<file path="src/rtl/uart_tx_feeder_pkg.sv">
// Shared definitions for the UART transmit path: data width, FIFO sizing
// defaults and the launch FSM state encoding.
package uart_tx_feeder_pkg;

  localparam int DATA_W           = 8;
  localparam int UART_FIFO_DEPTH  = 16;
  localparam int UART_FIFO_ADDR_W = 4;

  typedef enum logic [1:0] {
    TXF_IDLE      = 2'd0,
    TXF_LAUNCH    = 2'd1,
    TXF_WAIT_BUSY = 2'd2,
    TXF_WAIT_DONE = 2'd3
  } txf_state_e;

endpackage

</file>
<file path="src/rtl/uart_tx_feeder_sync_fifo.sv">
// Single-clock byte FIFO with wrapping pointers, an explicit occupancy count
// and a synchronous flush. Storage is not reset; only pointers and level are.
module sync_fifo
  import uart_tx_feeder_pkg::*;
#(
  parameter int DEPTH  = UART_FIFO_DEPTH,
  parameter int ADDR_W = UART_FIFO_ADDR_W
) (
  input  logic              clk,
  input  logic              rst_n,
  input  logic              push,
  input  logic              pop,
  input  logic              flush,
  input  logic [DATA_W-1:0] wr_data,
  output logic [DATA_W-1:0] rd_data,
  output logic              full,
  output logic              empty,
  output logic [ADDR_W:0]   level
);

  localparam logic [ADDR_W-1:0] PTR_ONE = 1;
  localparam logic [ADDR_W:0]   LVL_ONE = 1;
  localparam logic [ADDR_W:0]   LVL_MAX = DEPTH[ADDR_W:0];

  logic [DATA_W-1:0] mem [DEPTH];

  logic [ADDR_W-1:0] wr_ptr_q, wr_ptr_d;
  logic [ADDR_W-1:0] rd_ptr_q, rd_ptr_d;
  logic [ADDR_W:0]   level_q, level_d;
  logic              push_ok;
  logic              pop_ok;

  assign full    = (level_q == LVL_MAX);
  assign empty   = (level_q == '0);
  assign level   = level_q;
  assign rd_data = mem[rd_ptr_q];

  // Flush overrides both ports so a same-edge write is discarded.
  assign push_ok = push & ~full & ~flush;
  assign pop_ok  = pop & ~empty & ~flush;

  always_comb begin
    wr_ptr_d = wr_ptr_q;
    rd_ptr_d = rd_ptr_q;
    level_d  = level_q;
    if (flush) begin
      rd_ptr_d = wr_ptr_q;
      level_d  = '0;
    end else begin
      if (push_ok) begin
        wr_ptr_d = wr_ptr_q + PTR_ONE;
      end
      if (pop_ok) begin
        rd_ptr_d = rd_ptr_q + PTR_ONE;
      end
      case ({push_ok, pop_ok})
        2'b10:   level_d = level_q + LVL_ONE;
        2'b01:   level_d = level_q - LVL_ONE;
        default: level_d = level_q;
      endcase
    end
  end

  always_ff @(posedge clk or negedge rst_n) begin
    if (!rst_n) begin
      wr_ptr_q <= '0;
      rd_ptr_q <= '0;
      level_q  <= '0;
    end else begin
      wr_ptr_q <= wr_ptr_d;
      rd_ptr_q <= rd_ptr_d;
      level_q  <= level_d;
    end
  end

  always_ff @(posedge clk) begin
    if (push_ok) begin
      mem[wr_ptr_q] <= wr_data;
    end
  end

endmodule

</file>
<file path="src/rtl/uart_tx_feeder.sv">
// Byte FIFO in front of a uart_tx: pops one byte at a time and hands it over
// with a registered one-cycle start pulse, pacing on the transmitter's busy flag.
module uart_tx_feeder
  import uart_tx_feeder_pkg::*;
#(
  parameter int DEPTH  = UART_FIFO_DEPTH,
  parameter int ADDR_W = UART_FIFO_ADDR_W
) (
  input  logic              clk,
  input  logic              rst_n,
  input  logic [DATA_W-1:0] in_data,
  input  logic              in_valid,
  output logic              in_ready,
  input  logic              flush,
  output logic [DATA_W-1:0] tx_data,
  output logic              tx_start,
  input  logic              tx_busy,
  output logic [ADDR_W:0]   level
);

  txf_state_e        state_q, state_d;
  logic [DATA_W-1:0] tx_data_q, tx_data_d;
  logic              tx_start_q, tx_start_d;

  logic              pop;
  logic              fifo_full;
  logic              fifo_empty;
  logic [DATA_W-1:0] head_data;

  sync_fifo #(
    .DEPTH  (DEPTH),
    .ADDR_W (ADDR_W)
  ) u_fifo (
    .clk     (clk),
    .rst_n   (rst_n),
    .push    (in_valid),
    .pop     (pop),
    .flush   (flush),
    .wr_data (in_data),
    .rd_data (head_data),
    .full    (fifo_full),
    .empty   (fifo_empty),
    .level   (level)
  );

  assign in_ready = ~fifo_full;
  assign tx_data  = tx_data_q;
  assign tx_start = tx_start_q;

  // A pop is only issued from IDLE with flush low, so flush never races a launch.
  always_comb begin
    state_d   = state_q;
    tx_data_d = tx_data_q;
    pop       = 1'b0;
    case (state_q)
      TXF_IDLE: begin
        if (!fifo_empty && !tx_busy && !flush) begin
          pop       = 1'b1;
          tx_data_d = head_data;
          state_d   = TXF_LAUNCH;
        end
      end
      TXF_LAUNCH: begin
        state_d = TXF_WAIT_BUSY;
      end
      TXF_WAIT_BUSY: begin
        if (tx_busy) begin
          state_d = TXF_WAIT_DONE;
        end
      end
      TXF_WAIT_DONE: begin
        if (!tx_busy) begin
          state_d = TXF_IDLE;
        end
      end
      default: begin
        state_d = TXF_IDLE;
      end
    endcase
    tx_start_d = (state_d == TXF_LAUNCH);
  end

  always_ff @(posedge clk or negedge rst_n) begin
    if (!rst_n) begin
      state_q    <= TXF_IDLE;
      tx_data_q  <= '0;
      tx_start_q <= 1'b0;
    end else begin
      state_q    <= state_d;
      tx_data_q  <= tx_data_d;
      tx_start_q <= tx_start_d;
    end
  end

endmodule
</file>
<file path="config.mk">
export PLATFORM = sky130hd
export DESIGN_NAME = uart_tx_feeder
export DESIGN_NICKNAME = d
export VERILOG_FILES = /design/src/rtl/uart_tx_feeder_pkg.sv /design/src/rtl/uart_tx_feeder_sync_fifo.sv /design/src/rtl/uart_tx_feeder.sv
export SDC_FILE = /design/constraint.sdc
export NUM_CORES = 1
export LEC_CHECK = 0
export ABC_AREA = 1
export BUFFER_PORTS_ARGS = -buffer_cell sky130_fd_sc_hd__buf_2
export CAP_MARGIN = 10
export CORE_ASPECT_RATIO = 1.75
export CORE_MARGIN = 1
export CORE_UTILIZATION = 57
export DETAILED_ROUTE_END_ITERATION = 12
export GPL_ROUTABILITY_DRIVEN = 0
export PLACE_DENSITY = 0.8
export SYNTH_ARGS = -nofsm -noshare
export SYNTH_HDL_FRONTEND = slang
export SYNTH_SLANG_ARGS = --single-unit
</file>
<file path="constraint.sdc">
create_clock -name clk -period 2.42 [get_ports clk]
set_clock_uncertainty 0.15 [all_clocks]
set_input_delay 0.363 -clock clk [delete_from_list [all_inputs] [get_ports clk]]
set_output_delay 0.363 -clock clk [all_outputs]
set_load 0.03 [all_outputs]
</file>
Word-level counts from Yosys, hierarchy flattened
Memory sizes are Yosys's and may differ from the RTL's. A register that Yosys moved wholly into a read port is not among the register bits.
Index checks and enable logic that the tools add are counted.
{"block": "classes", "addsub": 4, "n_eq_ne": 7, "muxes": 12, "bitwise_logic": 7, "n_reduce_logical": 12}
{"operator": "5-bit case mux with 2 select lines", "n": 1}
{"operator": "4-bit by 1-bit adder with 4-bit output (second input constant)", "n": 2}
{"operator": "4-bit two-way mux", "n": 2}
{"operator": "2-bit case mux with 4 select lines", "n": 1}
{"operator": "2-bit by 1-bit equality test with 1-bit output (second input constant)", "n": 3}
{"operator": "2-bit equality test (second input constant)", "n": 3}
{"operator": "2-bit two-way mux", "n": 3}
{"operator": "5-bit by 1-bit adder with 5-bit output (second input constant)", "n": 1}
{"operator": "5-bit equality test (second input constant)", "n": 1}
{"operator": "5-bit logical NOT", "n": 1}
{"operator": "5-bit two-way mux", "n": 1}
{"operator": "5-bit by 1-bit subtractor with 5-bit output (second input constant)", "n": 1}
{"operator": "1-bit AND", "n": 4}
{"operator": "1-bit logical NOT", "n": 4}
{"operator": "1-bit two-way mux", "n": 4}
{"operator": "2-bit AND reduction", "n": 2}
{"operator": "1-bit inverter", "n": 3}
{"operator": "3-bit nonzero test", "n": 1}
{"operator": "1-bit logical AND", "n": 2}
{"operator": "2-bit logical NOT", "n": 1}
{"operator": "2-bit nonzero test", "n": 1}
{"block": "word_totals", "regBits": 16, "mem_bits_rw": 128, "out_inout_bits": 15, "elab_cells": 48, "memories": 1}
{"name": "u_fifo.mem", "depth": 16, "word_bits": 8, "rd": 1, "rd_clocked_by_memory_dff": 1, "wr": 1, "line": "uart_tx_feeder_sync_fifo.sv:25", "text": "logic [DATA_W-1:0] mem [DEPTH];"}

Longest topological paths before layout
{"block": "depth", "ltp_word": 11, "mapped_depth": 16, "depth_no_buf": 16}

Hierarchy
From an unflattened synthesis, not the netlist that was laid out.
{"block": "unflattened", "cells_unflattened": 546, "area_unflattened_um2": 6439.9}
{"module": "sync_fifo", "instances": 1, "cells_per_inst": 498, "area_per_inst_um2": 5968.2}
{"module": "uart_tx_feeder", "instances": 1, "cells_per_inst": 48, "area_per_inst_um2": 471.7}

Worst setup path before layout
OpenSTA, ideal clock, no wires.
{"block": "synth_timing", "kind": "register -> register", "startpoint": "reg u_fifo.level_q[1] (netlist: u_fifo.level[1])", "endpoint": "reg u_fifo.level_q[4] (netlist: u_fifo.level[4])", "setup_ps": 117, "arrival_ps": 2268, "path_slack_ps": -115, "stages_incl_launch_ff": 15, "synth_period_minus_slack_ps": 2535, "path_cell_list": "dfrtp_1 nor2_1 nand3_1 nand2_2 inv_2 nor2_2 ha_1 a21oi_1 nand3_1 nand2_1 inv_1 nand2_1 nand2_1 nand2_1 nand2_1"}
{"block": "synth_via", "word_cells_on_any_way": 20, "classes_between": "add/sub (2); eq/ne (3); mux (4); bitwise (6); reduce/logical (5)"}
{"item": "start: declaration", "line": "uart_tx_feeder_sync_fifo.sv:29", "text": "logic [ADDR_W:0] level_q, level_d;"}
{"item": "start signal: assignment", "line": "uart_tx_feeder_sync_fifo.sv:72", "text": "level_q <= level_d;"}
{"item": "5-bit equality test (*)", "line": "uart_tx_feeder_sync_fifo.sv:33", "text": "assign full = (level_q == LVL_MAX);"}
{"item": "1-bit inverter (*)"}
{"item": "named net in_ready", "line": "uart_tx_feeder.sv:13", "text": "output logic in_ready,"}
{"item": "1-bit AND (*) (2 in series)", "line": "uart_tx_feeder_sync_fifo.sv:39", "text": "assign push_ok = push & ~full & ~flush;"}
{"item": "2-bit by 1-bit equality test with 1-bit output / 2-bit equality test (equally long branches)", "line": "uart_tx_feeder_sync_fifo.sv:56", "text": "case ({push_ok, pop_ok})"}
{"item": "5-bit case mux with 2 select lines", "line": "uart_tx_feeder_sync_fifo.sv:56"}
{"item": "5-bit two-way mux", "line": "uart_tx_feeder_sync_fifo.sv:46", "text": "if (flush) begin"}
The timed path passes the listed nets; every way through them passes the cells marked *.
A chain may end at the register's enable or synchronous reset.

Worst setup path after layout
{"block": "layout_timing", "startpoint": "reg u_fifo.level_q[1] (netlist: u_fifo.level[1])", "endpoint": "reg u_fifo.level_q[4] (netlist: u_fifo.level[4])"}
{"block": "layout_via", "elab_chain_cells": 11, "word_cells_on_any_way": 20, "classes_between": "add/sub (2); eq/ne (3); mux (4); bitwise (6); reduce/logical (5)"}
{"item": "5-bit logical NOT", "line": "uart_tx_feeder_sync_fifo.sv:34", "text": "assign empty = (level_q == '0);"}
{"item": "1-bit logical NOT", "line": "uart_tx_feeder.sv:57", "text": "if (!fifo_empty && !tx_busy && !flush) begin"}
{"item": "1-bit logical AND (2 in series)", "line": "uart_tx_feeder.sv:57"}
{"item": "1-bit two-way mux", "line": "uart_tx_feeder.sv:57"}
{"item": "1-bit two-way mux", "line": "uart_tx_feeder.sv:55", "text": "case (state_q)"}
{"item": "1-bit AND (2 in series)", "line": "uart_tx_feeder_sync_fifo.sv:40", "text": "assign pop_ok = pop & ~empty & ~flush;"}
{"item": "2-bit by 1-bit equality test with 1-bit output / 2-bit equality test (equally long branches)", "line": "uart_tx_feeder_sync_fifo.sv:56"}
{"item": "5-bit case mux with 2 select lines", "line": "uart_tx_feeder_sync_fifo.sv:56"}
{"item": "5-bit two-way mux", "line": "uart_tx_feeder_sync_fifo.sv:46"}
Several ways; a longest one is shown, not always the timed one.

==> impl_metrics.env <==
export IMPL_antenna_found_initial=0
export IMPL_synth_warning_count=0
export IMPL_path_buf_inv=1
export IMPL_power_density_mw_per_mm2=1099
export IMPL_tightest_slew_ns=0.5915
export IMPL_die_area_mm2=0.01231
export IMPL_synth_cell_types=29
export IMPL_portBuffers=27
export IMPL_setup_slack_ns=0.1500
export IMPL_grt_overflow_total=0
export IMPL_slew_headroom_pct=60.57
export IMPL_worstPathCellList="nor2_2 > nand3_2 > nand2_4 > nand2_1 > fa_1 > nand3b_1 > nand2_1 > nand2_1 > nand2_1 > inv_1 > nand2_1 > nand2_1 > nand2_1 > nand2_1"
export IMPL_drc=0
export IMPL_status="complete, no violations"
export IMPL_core_area_mm2=0.01158
export IMPL_critPathMostFrequentCell="nand2_1"
export IMPL_grt_pass1_vias=4845
export IMPL_crit_type="register to register"
export IMPL_worst_path_max_fanout=5
export IMPL_r2r_end="u_fifo.level[4]$_DFFE_PN0P_"
export IMPL_clock_tree_root_cell="clkbuf_16"
export IMPL_endpoint_kind="register"
export IMPL_hold_end="state_q[1]$_DFF_PN0_"
export IMPL_vias=4829
export IMPL_max_freq_mhz=440.5
export IMPL_start_util_pct=58.34
export IMPL_reg2reg_slack_ns=0.15
export IMPL_syn_avg_cell_area_um2=10.07
export IMPL_peakVddDrop_v=0.0008666
export IMPL_layout_common_cells="nand2_1, edfxtp_1, nand3_1"
export IMPL_drt_first_iter_violations=458
export IMPL_clockBufferDepth=2
export IMPL_fillers=828
export IMPL_startpoint_type="register"
export IMPL_power_leakage_nw=3.473
export IMPL_hp_start="tx_busy"
export IMPL_hpwl_mm=10.08
export IMPL_grtUsageTotal_pct=27.04
export IMPL_synth_edf_count=128
export IMPL_layout_nets=739
export IMPL_final_common_cell="nand2_1"
export IMPL_critPathRequiredTime_ns=2.59
export IMPL_dr_pass1_iters=5
export IMPL_finalCritPeriodShare_pct=93.80
export IMPL_slowest_stage="dfrtp_1"
export IMPL_finalMaxSlewViolations=0
export IMPL_final_min_clock_period_ns=2.270
export IMPL_cts_buffers_inserted=17
export IMPL_synth_fp_nets=693
export IMPL_dp_slack_ns=0.1274
export IMPL_async_reset_ff_share_pct=15.79
export IMPL_final_setup_tns_ns=0
export IMPL_clkLatencyLatePin_ns=0.43
export IMPL_slowest_delay_ns=0.43
export IMPL_cp_arrival_ns=2.44
export IMPL_min_path_cells=3
export IMPL_synthesis_area_mm2=0.006756
export IMPL_antenna_left=0
export IMPL_die_h_um=146.0
export IMPL_r2r_start="u_fifo.level[1]$_DFFE_PN0P_"
export IMPL_wl_per_cell_um=18.12
export IMPL_postRouteWirelength_mm=15.67
export IMPL_vias_per_cell=5.583
export IMPL_worstHoldPathType="primary input to register"
export IMPL_h_tree_depth=4
export IMPL_pin_count=28
export IMPL_finalHoldViolations=0
export IMPL_clock_sinks=152
export IMPL_ys_seq_area_share_pct=65.78
export IMPL_critPathTopFamily="simple AND/OR/NAND/NOR gates"
export IMPL_grt_max_degree=68
export IMPL_setup_viol=0
export IMPL_max_cap_violations=0
export IMPL_die_w_um=84.30
export IMPL_synthCells=671
export IMPL_synthFlopType="edfxtp_1"
export IMPL_insertedDiodeCount=0
export IMPL_syn_to_final_growth_pct=14.74
export IMPL_clk_pin_slew_ns=0.06
export IMPL_num_rows=52
export IMPL_tritoncts="done"
export IMPL_yosys_register_bits=152
export IMPL_grt_first_pass_wirelength_mm=24.44
export IMPL_drive_gt1_share_pct=14.11
export IMPL_fin_util_pct=66.94
export IMPL_r2r_cells=14
## tightest hold or removal path: stages
cell     delay (ns)
buf_2          0.08
o21ai_0        0.07
o21ai_0        0.08
## cells in the mapped netlist, types with 3 or more instances
library cell	number	area share, %
nor2_2	3	0.28
buf_4	8	0.89
buf_2	13	0.96
inv_1	79	4.4
o21ai_0	7	0.52
xor2_1	5	0.65
nand2_2	3	0.28
edfxtp_1	128	57
nand3_1	87	6.4
dfrtp_1	24	8.9
nand2_4	3	0.50
ha_1	8	1.5
nand2_1	258	14
inv_2	4	0.22
o21ai_1	3	0.22
clkbuf_1	3	0.17
nor2_1	19	1.1
## flip-flops by register name, summed over array words and instances (netlist names)
signal and flops:
u_fifo.rd_ptr_q 4, u_fifo.wr_ptr_q 4, tx_start 1, tx_data 8, state_q 2, u_fifo.mem 128, u_fifo.level 5
## cells by family after synthesis
group                    after synthesis  share of synthesized area, %
XOR/XNOR                               6                        0.7778
AO/OA/AOI/OAI                         14                         1.148
AND/OR/NAND/NOR                      378                         23.50
adder cells (fa/ha/maj)                9                         1.778
flip-flops                           152                         65.78
buffers and inverters                112                         7.018
## cell type report
cell class                 count  area (um2)  share of cell area, %
tap                          135       168.9                  2.179
clock buffer                  21       450.4                  5.810
inverter                      85       319.1                  4.116
sequential                   152        4447                  57.36
multi-input combinational    407        1854                  23.92
timing repair buffer          54       365.4                  4.713
clock inverter                11       147.6                  1.904
## routing by layer
| metal | routed length (um) | track usage [%] | vias to the layer above | share of wire (%) |
|---|---|---|---|---|
| li1 | - | - | 2260 | - |
| met1 | 5698 | 30.17 | 2300 | 36 |
| met2 | 8149 | 46.76 | 218 | 52 |
| met3 | 982 | 4.975 | 51 | 6.3 |
| met4 | 841 | 18.02 | 0 | 5.4 |
| met5 | 0 | 0 | - | 0 |
## report_power, final
group / switching [mW] / internal (mW) / leakage (nW)
clock network: 1.03 / 1.65 / 0.280
registers: 0.174 / 3.11 / 1.45
logic: 1.80 / 0.754 / 1.74
## repair_timing
item / in CTS / in global routing
hold buffers: 1 / 0
resized for setup: 0 / 4
endpoints found under the setup margin: 0 / 1
hold endpoints to repair: 24 / 0
buffers inserted: 0 / 0
## how the worst max path moves through the flow
stage	cells after the start	slack, ns	startpoint	endpoint
final	14	0.15	u_fifo.level[1]$_DFFE_PN0P_	u_fifo.level[4]$_DFFE_PN0P_
after global routing	16	-0.009	state_q[1]$_DFF_PN0_	u_fifo.level[4]$_DFFE_PN0P_
after CTS	14	0.13	u_fifo.level[1]$_DFFE_PN0P_	u_fifo.level[4]$_DFFE_PN0P_
after detailed placement	14	0.13	u_fifo.level[1]$_DFFE_PN0P_	u_fifo.level[4]$_DFFE_PN0P_
after global placement	17	0.19	flush	u_fifo.level[4]$_DFFE_PN0P_
after floorplan	14	0.01	u_fifo.level[1]$_DFFE_PN0P_	u_fifo.level[4]$_DFFE_PN0P_
## metrics by stage
stage	cell area, um2	total power [mW]	std cells	hold slack, ns
global route	7752	8.862	865	0.1062
detailed placement	7132	5.809	832	0.2492
CTS	7740	8.475	865	0.04526
floorplan	6761	5.052	671	-0.08259
global placement	7132	5.724	832	0.2377
finish	7752	8.521	865	0.05296
Note: power is estimated with default switching activity, not from simulation.
